--- src/rtl/lfsr_chk_status_reg.sv ---
// Packet status holding register with valid/ready output handshake.
// Ports: load/load_data in, status_tvalid/tdata/tready stream, space = can load.
module lfsr_chk_status_reg #(
  parameter int W = 33
) (
  input  logic         aclk,
  input  logic         aresetn,
  input  logic         load,
  input  logic [W-1:0] load_data,
  input  logic         status_tready,
  output logic         status_tvalid,
  output logic [W-1:0] status_tdata,
  output logic         space
);

  assign space = !status_tvalid || status_tready;

  always_ff @(posedge aclk or negedge aresetn) begin
    if (!aresetn) begin
      status_tvalid <= 1'b0;
      status_tdata  <= '0;
    end else if (load) begin
      status_tvalid <= 1'b1;
      status_tdata  <= load_data;
    end else if (status_tready) begin
      status_tvalid <= 1'b0;
    end
  end

endmodule

--- config.mk ---
export PLATFORM = sky130hd
export DESIGN_NAME = lfsr_chk_status_reg
export DESIGN_NICKNAME = d
export VERILOG_FILES = /design/src/rtl/lfsr_chk_status_reg.sv
export SDC_FILE = /design/constraint.sdc
export NUM_CORES = 1
export LEC_CHECK = 0
export ABC_AREA = 1
export CAP_MARGIN = 40
export CELL_PAD_IN_SITES_DETAIL_PLACEMENT = 1
export CELL_PAD_IN_SITES_GLOBAL_PLACEMENT = 2
export CORE_MARGIN = 2
export CORE_UTILIZATION = 21
export CTS_CLUSTER_DIAMETER = 150
export DETAILED_ROUTE_END_ITERATION = 10
export PLACE_DENSITY = 0.86
export SLEW_MARGIN = 5
export SYNTH_ARGS = -nofsm -noshare
export SYNTH_HDL_FRONTEND = slang
export SYNTH_SLANG_ARGS = --single-unit
--- constraint.sdc ---
create_clock -name aclk -period 0.8 [get_ports aclk]
set_input_delay 0.16 -clock aclk [delete_from_list [all_inputs] [get_ports aclk]]
set_output_delay 0.16 -clock aclk [all_outputs]
set_load 0.005 [all_outputs]
==> reports/results.ini, run 1 <==
[outcome]
outcome = finished, violations left
violations = negative setup slack

[drt]
dr.first_iter.drc_count = 29
routed_wl_microns = 3690
detail-route-antenna-nets = 0
avgRoutedWirePerCell_microns = 11.5
vias_per_cell = 3.93
vias = 1256
drc_errors = 0
firstDrtPassIters = 4

[worst_setup_path]
cp.arrival_ps = 840
worstSetupEndpointType = output port
path_cells = clkdlybuf4s50_1, inv_1, nand2_2, buf_2
r2r_start = status_tvalid
cp_num_buf_inv = 3
worst-setup-path-type = in -> out
r2r_slack_ps = -80
critPathLaunchType = primary input
required_ps = 640
crit_path_start = status_tready
cpMaxStageDelayCell = clkdlybuf4s50_1
max_stage_delay_ps = 460
critPathMaxFanout = 2
cp_top_family = buffers and inverters

[cts]
cts-buffers-inserted = 5
clockBufferDepth = 2
ctsHtreeMaxLevel = 2
clkSlewWorstSetupHoldPaths_ps = 70
cts_tree = done
clk_latency_ps = 280
clock-sinks = 34
clock-root-buffer = clkbuf_8

[place]
portBuffers = 71
gp_congestion = 0.673
post-place-ws_ps = -580
placed_cell_area_sq_um = 2220
hpwlAfterDp_microns = 2470

[synth]
synth-adder-area-share = 0
synth_nets = 181
synthXorXnorAreaFrac = 0
yosysSeqAreaShare = 0.634
muxShareOfSynthArea = 0
syn_avg_cell_area_sq_um = 9.32
synth_async_sr_flop_share = 1.00
yosys.area_share.simple = 0.299
synth_most_common_cell = nand2_1
yosys-top-cells-count = nand2_1 (92), dfrtp_1 (34), nand2_2 (9), buf_6 (4), buf_4 (2)
netlist_instances = 144
synthesis.area_sq_um = 1340
synthTopCellsByArea = dfrtp_1 (63%), nand2_1 (26%), nand2_2 (4.2%), buf_6 (3.4%), buf_4 (1.1%)
yosys_warnings = 0
synth_compound_area_frac = 0
ys_ff_latch = 34
synth_top_area_cell = dfrtp_1
synth_top_family_by_area = simple AND/OR/NAND/NOR gates
synth_top_area_share = 0.634
ys.flop_type = dfrtp_1
ys_types = 8
synth_edf_count = 0

[sta]
final_hold_viol_count = 0
fin_crit_sh = 1.25
finalCriticalPeriod_ps = 1000
grt_setup_unrepaired = true
fin_skew_ps = 0
final.setup.tns_ps = -5350
setup-violations-final = 38
slew_violations = 0
fmax_ghz = 0.998
tightest_slew_ps = 191
max_slew_margin = 0.872
fin_ws_ps = -202

[worst_hold_path]
worstHoldPathType = in -> async

[floorplanning]
die_y_microns = 84.0
die_w_microns = 84.0
start_util = 0.214
pin_count = 72
core.rowCount = 29
core_area_sq_um = 6280
fp.dieArea_sq_um = 7050

[cells_and_area]
design_area_sq_um = 2280
syn_to_final_growth_pct = 69.9
n_antenna_cell = 0
drive_gt1_frac = 0.337
fillCellCount = 755
layout.nets = 279

[global_route]
track_usage = 0.113
antenna_found_initial = 0
first_global_vias = 1363
grt_max_degree = 35
gr-total-overflow = 0
grt_pass1_wl_microns = 6290

[power]
ir_worst_vdd_uv = 817
power_per_cell_area_nw_per_um2 = 1850
p_leak_nw = 1.23

[run]
drv_cap = 0

## final timing paths
path,endpoint,cells past startpoint
max in group asynchronous,status_tdata[12],3
worst max register to register,status_tvalid,5
worst min register to register,status_tdata[5],2
worst max-delay path,space,4
min in group aclk,status_tdata[31],3
worst min-delay path,status_tdata[30],3
## flip-flops by register name, summed over array words and instances, names as in the netlist
signal         cells
status_tdata      33
status_tvalid      1
## metal layers
layer	track usage	vias up	wire length, microns
met1	0.129	585	1560
met3	0.0425	6	291
li1	-	622	-
met2	0.195	43	1790
met4	0.0352	0	46
met5	0	-	0
## metrics by stage
| step | cells | total power (W) | utilization | hold slack, ps |
|---|---|---|---|---|
| 3_3_place_gp | 300 | 0.00285 | 0.354 | 134 |
| 6_report | 320 | 0.00421 | 0.363 | 364 |
| 3_5_place_dp | 300 | 0.00287 | 0.354 | 139 |
| 4_1_cts | 312 | 0.00427 | 0.353 | 365 |
| 5_1_grt | 320 | 0.00449 | 0.363 | 384 |
| 2_1_floorplan | 144 | 0.00222 | - | -136 |
## area by class of cell
| class | count | area [sq um] | share of cell area |
|---|---|---|---|
| multi-input combinational | 101 | 407 | 0.178 |
| clock buffer | 8 | 110 | 0.0483 |
| tap | 77 | 96.3 | 0.0422 |
| inverter | 2 | 20.0 | 0.00878 |
| timing repair buffer | 98 | 797 | 0.349 |
| sequential | 34 | 851 | 0.373 |
## cell usage in the layout, fill, tap and decap left out
cell type / netlist / routed
nand2_1: 92 / 90
buf_2: 0 / 36
clkdlybuf4s50_1: 0 / 34
dfrtp_1: 34 / 34
buf_4: 2 / 22
nand2_2: 9 / 11
clkbuf_8: 0 / 8
buf_12: 0 / 3
inv_12: 0 / 1
inv_1: 1 / 1
bufbuf_16: 0 / 1
dlygate4sd3_1: 0 / 1
dlygate4sd2_1: 0 / 1
## worst register-to-register path: cells and delay by family (launching register included)
family	cells	cell delay (ps)
buffers and inverters	3	360
flip-flops	1	370
AND/OR/NAND/NOR	2	100
## report_power, final
group / total (W) / switching, W / internal [W] / leakage [nW]
combinational: 0.000800 / 0.000319 / 0.000480 / 0.758
sequential: 0.00195 / 0.0000790 / 0.00187 / 0.413
clock: 0.00146 / 0.000594 / 0.000869 / 0.0575
## cells by family (layout without fill, tap and decap cells)
kind of cell           after synthesis  after routing
and+or+nand+nor                    101            101
DFF                                 34             34
buffers and inverters                9            108
## timing repair
item                       in CTS  in global routing
hold endpoints to repair       34                  0
gates cloned                    1                  0
hold buffers                    1                  0
setup endpoints to repair      69                 36
resized for setup             143                  1
pin swaps                       4                  0
setup buffers                   5                  8
Power figures use the tool's default switching activity.
==> inputs of run 2 (changes only) <==
Settings changed: HOLD_SLACK_MARGIN from default to 0.1.
==> results of run 2 <==
Final layout, timing and power as in run 1 (identical DEF).
==> RTL edit: new RTL, config.mk and constraints of run 2 <==
Reset style: synchronous (`aresetn`), changed in one clocked block.
--- a/src/rtl/lfsr_chk_status_reg.sv
+++ b/src/rtl/lfsr_chk_status_reg.sv
@@ -17,3 +17,3 @@
 
-  always_ff @(posedge aclk or negedge aresetn) begin
+  always_ff @(posedge aclk) begin
     if (!aresetn) begin
Behaviour: differs if aresetn is asserted again (counterexample within 4 cycles, from zero or initial values and one cycle with aresetn low); with aresetn held inactive, the same outputs for 10 cycles.
==> RTL edit against run 2 <==
  * The flow still finishes with violations (setup timing)
  * Routed wire length down 1.8%
  * Sequential power down 3%
  * Design area down 7.4%
  * Critical path depth down 2
  * Area after synthesis down 12%
  * Count of clock-buffer cells in the layout down 2
  * Sequential cell count unchanged
  * Worst setup slack better by 0.076 ns
  * Total power down 9.8%
  * Critical path type is now reg -> out
  * Largest cell class is now non-clock buffers
==> RTL edit: results (changes against run 2) <==
* Setup violators final at 35 (-7.9%)
* Post-CTS Setup Bufs at 1 (-4)
* Mean post-synth cell area at 8.035 sq um (-14%)
* R2R setup slack at 0.02 ns (+0.10 ns)
* Layout cells sized above 1 at 0.3884 (+0.05094)
* Filler instances at 668 (-12%)
* Inst Count DP at 288 (-4.0%)
* Static leakage at 0.9414 nW (-23%)
* R2R cell count at 4 (-1)
* FF-to-FF End: status_tvalid
* Routed WL per cell at 12.26 microns (+6.2%)
* Status: finished with violations
* Slew HR at 0.8875 (+0.01517)
* Hold Path End: status_tvalid
* Vias at 1262 (+0.48%)
* CP Data Arrival Time at 0.77 ns (-0.07 ns)
* DRT Pass-1 Iters at 3 (-1)
* Worst Setup Slack, final at -0.1257 ns (+0.07583 ns)
* Clk buf depth at 2 (unchanged)
* Register area share after synthesis at 0.5763 (-0.05747)
* Area contributors post-synth: dfxtp_1 (58%), nor2_1 (21%), o21ai_0 (14%)
* Hold Crit Class: in -> reg
* DPL Wire Length at 2.482 mm (+0.33%)
* Crit. Startpoint: status_tvalid
* WHS at 0.4376 ns (+0.07382 ns)
* Total track usage at 0.1241 (+0.01134)
* Fin. Hold Viols at 0 (unchanged)
* Async set-reset flop share out of synthesis at 0 (-1.000)
* Cell variety after synth at 11 (+3)
* PostCTS Resize Cnt at 187 (+31%)
* Commonest cells in the netlist: nor2_1 (66), dfxtp_1 (34), o21ai_0 (33)
* Final net count at 262 (-6.1%)
* Final std cells w/o fill at 296 (-7.5%)
* GPL Wtd Cong at 0.6917 (+2.8%)
* Crit path max fanout at 2 (unchanged)
* Failing checks: setup timing
* Max VDD drop at 0.0005903 V (-28%)
* Net Count, Synth at 184 (+1.7%)
* Largest net degree at the start of global routing at 21 (-40%)
* Vias in the first global route at 1284 (-5.8%)
* H-tree Lvls at 2 (unchanged)
* Met1 usage at 0.1475 (+0.01876)
* GRT met2 Usage at 0.2119 (+0.01696)
* Drt initial violations at 54 (+86%)
* M3 GR Usage at 0.03864 (-0.003896)
* First-pass GRT wire length at 6.030 mm (-4.2%)
## RTL edit: changes by cell type after synthesis, sizes merged, moves of 4 or more
cell | run 2 | this run
clkbuf | 0 | 6
o21ai | 0 | 33
dfxtp | 0 | 34
buf | 7 | 3
dfrtp | 34 | 0
nor2 | 0 | 66
nand2 | 101 | 1
## RTL edit: cells by family (layout without fill, tap and decap cells)
kind of cell / after synthesis / after routing / synth area share
flip-flops: 34 / 34 / 0.5763
buffers and inverters: 12 / 89 / 0.06673
AND/OR/NAND/NOR: 67 / 67 / 0.2129
AO/OA/AOI/OAI: 34 / 34 / 0.1441
## RTL edit: where the power goes
part | internal, W | total [W] | switching [W]
logic | 0.000422 | 0.000665 | 0.000243
registers | 0.00184 | 0.00190 | 0.0000680
clock network | 0.000663 | 0.00123 | 0.000567
total | 0.00292 | 0.00380 | 0.000879
## RTL edit: final cells by class
| cell class | count | area share |
|---|---|---|
| timing repair buffer | 80 | 0.3683 |
| tap | 72 | 0.04263 |
| inverter | 3 | 0.005329 |
| multi-input combinational | 101 | 0.2025 |
| clock buffer | 6 | 0.03908 |
| sequential | 34 | 0.3422 |
## RTL edit: worst max-delay path, stage by stage, from the launching register on
cell and delay, ns:
dfxtp_2 0.33, nand2_2 0.05, buf_2 0.12
## RTL edit: per-layer routing
metal  vias to the layer above  wire length [microns]
met5                         -                      0
li1                        622                      -
met3                         5                    267
met1                       590                   1580
met4                         0                     37
met2                        45                   1742
## RTL edit: metrics by stage
stage / cell area, sq um / setup slack, ns / TNS [ns]
after floorplan: 1181 / 0.2001 / 0
after global placement: 1992 / -0.5646 / -18.75
after detailed placement: 1992 / -0.5822 / -19.55
after CTS: 2032 / -0.1396 / -2.962
after global routing: 2113 / -0.1717 / -3.424
final: 2113 / -0.1257 / -2.408
